**config.mk**
```make
export PLATFORM = sky130hd
export DESIGN_NAME = axis_video_sink_monitor
export DESIGN_NICKNAME = d
export VERILOG_FILES = /design/src/rtl/axis_video_sink_monitor.sv
export SDC_FILE = /design/constraint.sdc
export NUM_CORES = 1
export LEC_CHECK = 0
export CORE_MARGIN = 2
export CORE_UTILIZATION = 47
export CTS_CLUSTER_DIAMETER = 30
export DETAILED_ROUTE_END_ITERATION = 16
export GPL_TIMING_DRIVEN = 0
export MAX_ROUTING_LAYER = met4
export PLACE_DENSITY = 0.77
export RECOVER_POWER = 100
export SETUP_SLACK_MARGIN = 0.15
export SKIP_CTS_REPAIR_TIMING = 1
export SYNTH_ARGS = -nofsm -noshare
export SYNTH_HDL_FRONTEND = slang
export SYNTH_SLANG_ARGS = --single-unit
```
**constraint.sdc**
```tcl
create_clock -name ap_clk -period 2.8 [get_ports ap_clk]
set_input_delay 0.42 -clock ap_clk [delete_from_list [all_inputs] [get_ports ap_clk]]
set_output_delay 0.42 -clock ap_clk [all_outputs]
set_load 0.02 [all_outputs]
```
**src/rtl/axis_video_sink_monitor.sv**
```systemverilog
// AXI4-Stream video sink: consumes beats with optional throttled ready,
// measures line/frame geometry, checks SOF/EOL framing, signs frames.
//
// Ports:
//   ap_clk, ap_rst_n        clock, synchronous active-low reset
//   s_axis_video_*          AXI4-Stream video slave (TKEEP/TSTRB/TID/TDEST unused)
//   throttle_en/pattern     ready pattern, one bit per 3-bit phase, LSB first
//   cfg_width_beats         expected beats per line (0 disables width checks)
//   clr_err                 pulse clearing the sticky error flags
//   frame_count             accepted SOFs (saturating)
//   last_line_beats         beats in most recent completed line
//   last_frame_lines        lines in most recent completed frame
//   frame_xor               XOR signature of most recent completed frame
//   err_eol_early/late      line width violations (sticky)
//   err_sof_mid             SOF inside a partial line (sticky)
module axis_video_sink_monitor #(
  parameter int NUM_VIDEO_COMPONENTS = 3,
  parameter int SAMPLES_PER_CLOCK    = 1,
  parameter int MAXIMUM_DATA_WIDTH   = 8,
  parameter int CNT_WIDTH            = 16,
  localparam int S_AXIS_BYTES =
    (SAMPLES_PER_CLOCK*MAXIMUM_DATA_WIDTH*NUM_VIDEO_COMPONENTS+7)/8,
  localparam int S_AXIS_WIDTH = S_AXIS_BYTES*8
) (
  input  logic                    ap_clk,
  input  logic                    ap_rst_n,
  input  logic [S_AXIS_WIDTH-1:0] s_axis_video_TDATA,
  input  logic                    s_axis_video_TVALID,
  output logic                    s_axis_video_TREADY,
  input  logic [S_AXIS_BYTES-1:0] s_axis_video_TKEEP,
  input  logic [S_AXIS_BYTES-1:0] s_axis_video_TSTRB,
  input  logic                    s_axis_video_TUSER,
  input  logic                    s_axis_video_TLAST,
  input  logic                    s_axis_video_TID,
  input  logic                    s_axis_video_TDEST,
  input  logic                    throttle_en,
  input  logic [7:0]              throttle_pattern,
  input  logic [CNT_WIDTH-1:0]    cfg_width_beats,
  input  logic                    clr_err,
  output logic [CNT_WIDTH-1:0]    frame_count,
  output logic [CNT_WIDTH-1:0]    last_line_beats,
  output logic [CNT_WIDTH-1:0]    last_frame_lines,
  output logic [S_AXIS_WIDTH-1:0] frame_xor,
  output logic                    err_eol_early,
  output logic                    err_eol_late,
  output logic                    err_sof_mid
);

  localparam logic [CNT_WIDTH-1:0] CNT_MAX  = '1;
  localparam logic [CNT_WIDTH-1:0] CNT_ZERO = '0;
  localparam logic [CNT_WIDTH-1:0] CNT_ONE  = CNT_WIDTH'(1);

  function automatic logic [CNT_WIDTH-1:0] sat_inc(
    input logic [CNT_WIDTH-1:0] v
  );
    return (v == CNT_MAX) ? v : v + CNT_ONE;
  endfunction

  logic unused_ok;
  assign unused_ok = ^{s_axis_video_TKEEP, s_axis_video_TSTRB,
                       s_axis_video_TID, s_axis_video_TDEST};

  logic [2:0]              phase;
  logic                    tready_q;
  logic [CNT_WIDTH-1:0]    beat_cnt;
  logic [CNT_WIDTH-1:0]    line_cnt;
  logic [S_AXIS_WIDTH-1:0] xor_acc;
  logic                    in_frame;

  logic                    acc;
  logic                    sof;
  logic                    eol;
  logic                    chk_en;
  logic [CNT_WIDTH-1:0]    n;
  logic [CNT_WIDTH-1:0]    line_base;
  logic                    ev_early;
  logic                    ev_late;
  logic                    ev_sof;

  assign s_axis_video_TREADY = tready_q;

  always_comb begin
    acc       = s_axis_video_TVALID & tready_q;
    sof       = s_axis_video_TUSER;
    eol       = s_axis_video_TLAST;
    chk_en    = (cfg_width_beats != CNT_ZERO);
    n         = sof ? CNT_ONE : sat_inc(beat_cnt);
    // SOF restarts the line count before this beat's EOL is added
    line_base = sof ? CNT_ZERO : line_cnt;
    ev_early  = acc & eol & chk_en & (n < cfg_width_beats);
    // n passes cfg exactly once per line, so this fires once
    ev_late   = acc & ~eol & chk_en & (n == cfg_width_beats);
    ev_sof    = acc & sof & (beat_cnt != CNT_ZERO);
  end

  always_ff @(posedge ap_clk) begin
    if (!ap_rst_n) begin
      phase            <= '0;
      tready_q         <= 1'b0;
      beat_cnt         <= '0;
      line_cnt         <= '0;
      xor_acc          <= '0;
      in_frame         <= 1'b0;
      frame_count      <= '0;
      last_line_beats  <= '0;
      last_frame_lines <= '0;
      frame_xor        <= '0;
      err_eol_early    <= 1'b0;
      err_eol_late     <= 1'b0;
      err_sof_mid      <= 1'b0;
    end else begin
      phase    <= phase + 3'd1;
      tready_q <= throttle_en ? throttle_pattern[phase] : 1'b1;

      // a new event wins over a coincident clear
      err_eol_early <= (err_eol_early & ~clr_err) | ev_early;
      err_eol_late  <= (err_eol_late & ~clr_err) | ev_late;
      err_sof_mid   <= (err_sof_mid & ~clr_err) | ev_sof;

      if (acc) begin
        if (sof) begin
          if (in_frame) begin
            last_frame_lines <= line_cnt;
            frame_xor        <= xor_acc;
          end
          xor_acc     <= s_axis_video_TDATA;
          in_frame    <= 1'b1;
          frame_count <= sat_inc(frame_count);
        end else begin
          xor_acc <= xor_acc ^ s_axis_video_TDATA;
        end

        // line count is frame-scoped; ignore lines before first SOF
        if (sof || in_frame) begin
          line_cnt <= eol ? sat_inc(line_base) : line_base;
        end

        if (eol) begin
          last_line_beats <= n;
          beat_cnt        <= '0;
        end else begin
          beat_cnt <= n;
        end
      end
    end
  end

endmodule

```
== Word level (Yosys, flattened, before mapping) ==
Index checks and enable logic that the tools add are counted.
W data, S select, Z words.

* Logic and storage cells: 60
* Output and inout bits: 76
* Bits in registers: 136

* Equal/unequal tests: 4
* Reduce and logical (&&, ||, !) cells: 8
* Multiplexer cells: 10
* Order comparisons: 2
* Bitwise gates (word level): 19
* $add $sub $neg: 4

{| class="wikitable"
|+ Operators by type and width
! operator !! count
|-
| $mux W16 || 6
|-
| $add A16 B1 Y16 const B || 3
|-
| $eq A16 B16 Y1 const B || 3
|-
| $reduce_bool A16 Y1 || 2
|-
| $mux W24 || 1
|-
| $xor A24 B24 Y24 || 1
|-
| $eq A16 B16 Y1 || 1
|-
| $lt A16 B16 Y1 || 1
|-
| $and A1 B1 Y1 || 12
|-
| $reduce_and A2 Y1 || 3
|-
| $reduce_and A3 Y1 || 2
|-
| $lt A3 B4 Y1 const B || 1
|-
| $add A3 B1 Y3 const B || 1
|-
| $bmux W1 S3 || 1
|-
| $not A1 Y1 || 3
|-
| $or A1 B1 Y1 || 3
|-
| $mux W1 || 2
|-
| $logic_or A1 B1 Y1 || 1
|}

== Longest topological paths before layout ==
Gate-level depths: netlist of the first run.

* Depth after elaboration: 6
* Mapped depth: 13

== Worst setup path after synthesis of the first run ==
OpenSTA, ideal clock, no wires.

* Path kind: reg-to-reg
* Start: register beat_cnt[0]
* End: register err_eol_early
* Slack: -299 ps
* Arrival: 2969 ps
* Data required time: 2670 ps
* Buffers on the path: 1
* Cell stages (with the launch flop): 14
* Period minus slack after synthesis: 3099 ps
* Library setup time: 130 ps
* Cells stage by stage: dfxtp_1 ha_1 and3_1 buf_2 nand2_1 or4_1 o211ai_1 inv_1 ha_1 nand3_1 or2_2 a211o_1 a2111oi_0 a21oi_1

* Word-level cells in the longest chain between the ends: 6
* Elaborated cells between the ends (all ways): 7
* Those cells by class: 1 x add/sub; 1 x order compare; 1 x eq/ne; 2 x mux; 2 x bitwise

{| class="wikitable"
|+ Ends and longest elaborated chain
! item !! line !! text
|-
| start: declaration || 65 || <nowiki>logic [CNT_WIDTH-1:0] beat_cnt;</nowiki>
|-
| start signal: assignment || 142 || <nowiki>beat_cnt <= n;</nowiki>
|-
| $add A16 B1 Y16 or $eq A16 B16 Y1 (tied branches) || 56 || <nowiki>return (v == CNT_MAX) ? v : v + CNT_ONE;</nowiki>
|-
| $mux W16 (*) || 56 ||
|-
| $mux W16 (*) || 87 || <nowiki>n = sof ? CNT_ONE : sat_inc(beat_cnt);</nowiki>
|-
| named net n[14] || 74 || <nowiki>logic [CNT_WIDTH-1:0] n;</nowiki>
|-
| $lt A16 B16 Y1 (*) || 90 || <nowiki>ev_early = acc & eol & chk_en & (n < cfg_width_beats);</nowiki>
|-
| $and A1 B1 Y1 (*) || 90 ||
|-
| $or A1 B1 Y1 (*) || 116 || <nowiki>err_eol_early <= (err_eol_early & ~clr_err) | ev_early;</nowiki>
|-
| end signal: assignment || 116 ||
|-
| end: declaration || 44 || <nowiki>output logic err_eol_early,</nowiki>
|}

Mark *: on every way through the listed nets, which the timed path passes. The rest lies on a longest branch.
A chain may end at the register's enable or synchronous reset.

== Worst setup path in the final report of the first run ==
* Start: register beat_cnt[1]
* End: register err_eol_early

The elaborated chain is that of the path after synthesis.

==> qor.yml, run 1 <==
p_per_area_nw_per_um2: 493
synth_top_cell_by_area: "dfxtp_1"
multi_input_area_um2: 4050
cts_buffers: 17
vias_per_cell: 5.85
fp.dieH_um: 126
fmaxAchievable_mhz: 313
dp.cells: 1203
cts_root_buf: "clkbuf_16"
num_vias: 7330
min_to: "err_eol_late"
critPathLaunchType: "flop"
regArea_um2: 2740
wl_mm: 21.0
ys_async_sr_fraction_pct: 0
antenna_left: 0
yosys_warnings: 0
worstHoldStart: "err_eol_late"
ys_seq_area_share_pct: 38.9
synthMuxAreaShare_pct: 2.50
use_met1_pct: 34.5
cp_data_required_time_ns: 3.09
die_area_um2: 15900
synthXorXnorAreaFrac_pct: 3.38
clock-sinks: 136
status: "finished with violations"
clk_pin_slew_worst_paths_ns: 0.06
yosysTopAreaCellShare_pct: 38.9
cts_max_path_buffers: 2
layout-drive-gt1-share_pct: 9.82
grt_overflow: 0
synthSimpleGateAreaFrac_pct: 27.1
io_pins: 139
p_total_mw: 4.66
grt_pass1_wl_mm: 33.0
period_needed_ns: 3.20
antenna_found_initial: 0
p_leak_nw: 3.63
hold_viol_final: 0
crit_type: "reg2reg"
busiest_layer: "met2"
relSlewSlack_pct: 21.7
drt_iter0_drc: 636
synth-compound-area-share_pct: 19.6
syn_inst: 890
grt.met3_usage_pct: 5.06
routedWlPerCell_um: 16.8
fin_crit_sh_pct: 114
num_antenna_cells: 0
worstSkewPairLatency_ns: 0.42
grt_pass1_vias: 6531
worst_pin_slew_ns: 1.16
start_util_pct: 48.1
crit_arrival_ns: 3.49
whs_path_depth: 2
syn-num-nets: 972
hold_class: "reg2reg"
final_cell_mix: "159 x nand2_1, 127 x dfxtp_1, 81 x nor2_1"
reg2regPathDepth: 13
reg2reg_from: "beat_cnt[1]"
fin_cells: 1253
drc: 0
fillerInstances: 1228
ys_top_cells_by_area: "dfxtp_1 39%, nand2_1 8.5%, a21oi_1 4.9%, o21ai_0 4.7%, nor2_1 4.4%"
layout.cells.most_common: "nand2_1"
rr_endpoint: "err_eol_early"
grt_usage_pct: 26.5
rsz0062_at_grt: "true"
synth_top_family_by_area: "simple AND/OR/NAND/NOR gates"
dpl.hpwl_mm: 15.0
cp-end-kind: "flop"
whs_ns: 0.445
coreArea_um2: 14500
rows: 44
final_nets: 1139
dr.pass1.iters: 7
area_delta_synth_final_pct: 35.1
cts_tree: "done"
ys_ff_latch: 136
cts_htree_levels: 4
violations: "setup timing"
synth_ff_type: "dfxtp_1"
maxCapViolations: 0
synthesis.area_um2: 7000
dp_slack_ns: -0.638
die_w_um: 126
setup_slack_ns: -0.399
grt_max_degree: 17
cp_max_fo: 8
reg2reg_slack_ns: -0.40
met2_usage_pct: 41.3
ys_types: 74
irDropWorstVdd_uv: 379
slew_violations: 0
setup_viol_count_final: 3
synth_edf_count: 0
gp_congestion: 0.988
port_buffers: 129
skew_ns: 0.00892
synthAdderAreaFrac_pct: 3.40
syn_area_per_cell_um2: 7.86
critical path, stage by stage (launching register included):
cell and delay (ns):
dfxtp_4 0.38, ha_4 0.16, and3_1 0.15, buf_4 0.16, nand2_1 0.08, or4_1 0.50, o211ai_1 0.24, inv_1 0.14
ha_4 0.31, nand3_2 0.08, or2_4 0.25, a211o_1 0.28, a2111oi_2 0.24, a21oi_1 0.11
sequential cells by signal, indices dropped and copies added, names as in the netlist:
signal               flops
beat_cnt                16
err_eol_early            1
err_eol_late             1
err_sof_mid              1
frame_count             16
frame_xor               24
in_frame                 1
last_frame_lines        16
last_line_beats         16
line_cnt                16
phase                    3
s_axis_video_TREADY      1
xor_acc                 24
through the flow:
step	cell area [um^2]	TNS, ns	utilization [%]
floorplan	7090	-0.0332	-
global placement	8610	-4.04	59.2
detailed placement	8610	-4.16	59.2
CTS	9220	-0.745	63.4
global route	9450	-1.03	65.0
finish	9450	-0.658	65.0
routing by layer:
layer / vias to the layer above / part of all wire [%]
li1: 3502 / -
met1: 3424 / 42
met2: 342 / 47
met3: 62 / 8.3
met4: 0 / 2.7
met5: - / 0
power breakdown:
group | switching, mW | internal [mW]
Sequential | 0.0336 | 1.97
Combinational | 0.218 | 0.162
Clock | 0.835 | 1.45
Total | 1.09 | 3.57
cells in the mapped netlist (3+ instances only):
| cell type | number |
|---|---|
| and4b_1 | 4 |
| o2111ai_1 | 3 |
| o41ai_1 | 3 |
| or4_1 | 6 |
| dfxtp_1 | 136 |
| ha_1 | 19 |
| nor4b_1 | 5 |
| a41oi_1 | 3 |
| o31ai_1 | 4 |
| o21ai_0 | 66 |
| a211oi_1 | 3 |
| a32oi_1 | 3 |
| nand4_1 | 21 |
| xor2_1 | 16 |
| nand2_1 | 159 |
| a21o_1 | 5 |
| o21a_1 | 3 |
| nand3_1 | 36 |
| a31oi_1 | 4 |
| nor4_1 | 13 |
| a22oi_1 | 27 |
| clkbuf_1 | 48 |
| nor2_1 | 82 |
| and4_1 | 5 |
| or3_1 | 3 |
| nor3b_1 | 5 |
| a21oi_1 | 68 |
| buf_4 | 4 |
| and3_1 | 10 |
| nor2b_1 | 5 |
| buf_2 | 6 |
| inv_1 | 23 |
| xnor2_1 | 11 |
| mux2i_1 | 13 |
| and2_1 | 7 |
| nor3_1 | 11 |
| or2_2 | 3 |
worst max path at each step:
stage	startpoint	end	slack (ns)	cells past startpoint
after floorplan	beat_cnt[6]	err_eol_early	-0.03	12
after global placement	s_axis_video_TUSER	err_eol_early	-0.59	11
after detailed placement	s_axis_video_TUSER	err_eol_early	-0.64	11
after CTS	beat_cnt[0]	err_eol_early	-0.40	13
after global routing	beat_cnt[1]	err_eol_early	-0.47	13
final	beat_cnt[1]	err_eol_early	-0.40	13
cell families (layout without fill, tap and decap cells):
kind of cell / after synthesis / in the layout
DFF: 136 / 136
adders and majority gates: 19 / 19
muxes: 15 / 15
AOI/OAI and AO/OA: 219 / 219
buffers and inverters: 86 / 265
and+or+nand+nor: 388 / 388
xor gates and xnor gates: 27 / 27
cell type report:
type                       count  area share [%]
multi-input combinational    668            42.9
sequential                   136            29.0
timing repair buffer         148            15.2
clock buffer                  21            4.87
buffer                        62            3.16
tap                          184            2.44
clock inverter                10            1.54
inverter                      24           0.953
(Power assumes the default switching activity.)
==> inputs of run 2 (changes only) <==
--- a/config.mk
+++ b/config.mk
@@ -5,12 +5,11 @@
 export SDC_FILE = /design/constraint.sdc
 export NUM_CORES = 1
 export LEC_CHECK = 0
+export CAP_MARGIN = 20
 export CORE_MARGIN = 2
 export CORE_UTILIZATION = 47
 export CTS_CLUSTER_DIAMETER = 30
 export DETAILED_ROUTE_END_ITERATION = 16
-export GPL_TIMING_DRIVEN = 0
-export MAX_ROUTING_LAYER = met4
 export PLACE_DENSITY = 0.77
 export RECOVER_POWER = 100
 export SETUP_SLACK_MARGIN = 0.15
==> run 2 against run 1 <==
Compared with the run above:
- the flow finishes with violations (capacitance limit, slew limit, setup timing)
- sequential cell count is the same
- cell area up 1.7%
- final cell count rose by 0.32%
- register-to-register slack improved by 0.33 ns
- sequential share of layout area fell by 0.55 points
- fmax is 11% higher
- via count down 0.79%
- combinational power fell by 2%
- count of clock-buffer cells in the layout is 4 lower
- critical path type unchanged
- largest power group unchanged
- highest routed layer unchanged
==> qor.yml, run 2 (synthesis gave the netlist of run 1 again) <==
relSlewSlack_pct: -0.0272  # was 21.7%
critPathMaxStageDelay_ns: 0.62  # was 0.50 ns
seqPwrFrac_pct: 41.5  # was 42.9%
cp_cell_sequence: "nand4_4, or4b_4, nor4b_4, nor3_2, ha_1, nand3_2, or2_4, buf_4, nor4b_2, o21ai_1, o31ai_1"  # was ha_4, and3_1, buf_4, nand2_1, or4_1, o211ai_1, inv_1, ha_4, nand3_2, or2_4, a211o_1, a2111oi_2, a21oi_1
dpl.hpwl_mm: 14.0  # was 15.0 mm
cts_tree: "done"  # unchanged
critPathSlowestCell: "or4b_4"  # was or4_1
gp_congestion: 0.994  # was 0.988
combPwrFrac_pct: 7.8  # was 8.2%
dr.pass1.iters: 6  # was 7
grt_pass1_vias: 6673  # was 6,531
slew_violations: 29  # was 0
switching_share_pct: 24.2  # was 23.3%
layout.cells.most_common: "nand2_1"  # unchanged
p_clk_share_pct: 50.7  # was 49.0%
cp_data_required_time_ns: 3.15  # was 3.09 ns
drc: 0  # unchanged
grt_usage_pct: 25.4  # was 26.5%
irDropWorstVdd_uv: 458  # was 379 uV
setup_viol_count_final: 2  # was 3
finalInstanceArea_um2: 9610  # was 9450 um^2
cts_max_path_buffers: 2  # unchanged
antenna_found_initial: 2  # was 0
p_per_area_nw_per_um2: 501  # was 493 nW/um^2
cts_htree_levels: 4  # unchanged
area_delta_synth_final_pct: 37.4  # was 35.1%
switchingPower_mw: 1.16  # was 1.09 mW
dp.cells: 1221  # was 1,203
grt_pass1_wl_mm: 32.8  # was 33.0 mm
violations: "capacitance limit, slew limit, setup timing"  # was setup timing
fin_cells: 1257  # was 1,253
cts_root_buf: "clkbuf_16"  # unchanged
p_total_mw: 4.82  # was 4.66 mW
vias_per_cell: 5.79  # was 5.85
num_vias: 7272  # was 7,330
cp-end-kind: "flop"  # unchanged
top_regs: "frame_xor: 24 flops, xor_acc: 24 flops"  # unchanged
cp_max_fo: 5  # was 8
start_util_pct: 48.1  # unchanged
maxCapViolations: 1  # was 0
antenna_left: 0  # unchanged
critPathLaunchType: "flop"  # unchanged
final_cell_mix: "159 x nand2_1, 126 x dfxtp_1, 82 x nor2_1"  # was 159 x nand2_1, 127 x dfxtp_1, 81 x nor2_1
port_buffers: 130  # was 129
clock-sinks: 136  # unchanged
skew_ns: 0.00844  # was 0.00892 ns
tns_ns: -0.127  # was -0.658 ns
grt_max_degree: 75  # was 17
worst_pin_slew_ns: 1.50  # was 1.16 ns
grt_overflow: 0  # unchanged
placed_area_um2: 8950  # was 8610 um^2
period_needed_ns: 2.87  # was 3.20 ns
layout-drive-gt1-share_pct: 13.8  # was 9.82%
drt_iter0_drc: 537  # was 636
die_area_um2: 15900  # unchanged
crit_arrival_ns: 3.22  # was 3.49 ns
crit_family: "simple AND/OR/NAND/NOR gates"  # unchanged
crit_type: "reg2reg"  # unchanged
setup_slack_ns: -0.0702  # was -0.399 ns
wl_mm: 20.1  # was 21.0 mm
final_nets: 1140  # was 1,139
io_pins: 139  # unchanged
routedWlPerCell_um: 16.0  # was 16.8 um
fmaxAchievable_mhz: 348  # was 313 MHz
cts_buffers: 17  # unchanged
hold_class: "reg2reg"  # unchanged
hold_viol_final: 0  # unchanged
fp.dieH_um: 126  # unchanged
p_int_mw: 3.65  # was 3.57 mW
die_w_um: 126  # unchanged
clk_pin_slew_worst_paths_ns: 0.06  # about the same
crit_buf_inv: 1  # was 2
p_leak_nw: 3.78  # was 3.63 nW
status: "finished with violations"  # unchanged
rows: 44  # unchanged
coreArea_um2: 14500  # unchanged
rsz0062_at_grt: "true"  # unchanged
fin_crit_sh_pct: 103  # was 114%
worstSkewPairLatency_ns: 0.43  # was 0.42 ns
## run 2: routing by layer
| layer | routed length, um | up-vias | part of all wire [%] | track usage, % |
|---|---|---|---|---|
| li1 | - | 3516 | - | - |
| met1 | 8820 | 3427 | 44 | 33.3 |
| met2 | 9350 | 275 | 46 | 40.7 |
| met3 | 1280 | 54 | 6.3 | 4.97 |
| met4 | 683 | 0 | 3.4 | 11.2 |
| met5 | 0 | - | 0 | 0 |
## run 2: worst paths after layout
check | startpoint | endpoint | slack, ns | cells past startpoint
min reg2reg | last_frame_lines[11] | last_frame_lines[11] | 0.45 | 2
max | beat_cnt[11] | err_eol_late | -0.07 | 11
max reg2reg | beat_cnt[11] | err_eol_late | -0.07 | 11
min | last_frame_lines[11] | last_frame_lines[11] | 0.45 | 2
## run 2: area by class of cell
type,instances,area [um^2]
Timing Repair Buffer,211,1900
Multi-Input combinational cell,668,4010
Clock inverter,15,216
Antenna cell,2,5.00
Sequential cell,136,2740
Tap cell,184,230
Inverter,24,90.1
Clock buffer,17,425
Fill cell,1244,4920
## run 2: worst min-delay path, cell delays in order, from the launching register on
cell and delay, ns:
dfxtp_1 0.30, nand2_1 0.05, a21oi_1 0.05
## run 2: metrics by stage
stage          hold WS (ns)  setup slack, ns  util (%)
5_1_grt               0.470           -0.224      66.2
3_5_place_dp          0.446          -0.0351      61.6
4_1_cts               0.454          -0.0852      66.0
6_report              0.448          -0.0702      66.2
3_3_place_gp          0.443          -0.0176      61.6
2_1_floorplan         0.441          -0.0332         -
## run 2: power by group through the flow
| stage | sequential, mW | clock [mW] | combinational (mW) |
|---|---|---|---|
| 3_3_place_gp | 2.04 | 0 | 0.365 |
| 3_5_place_dp | 2.04 | 0 | 0.372 |
| 5_1_grt | 2.00 | 2.56 | 0.410 |
| 4_1_cts | 2.00 | 2.48 | 0.377 |
| 6_report | 2.00 | 2.44 | 0.374 |
| 2_1_floorplan | 2.04 | 0 | 0.197 |
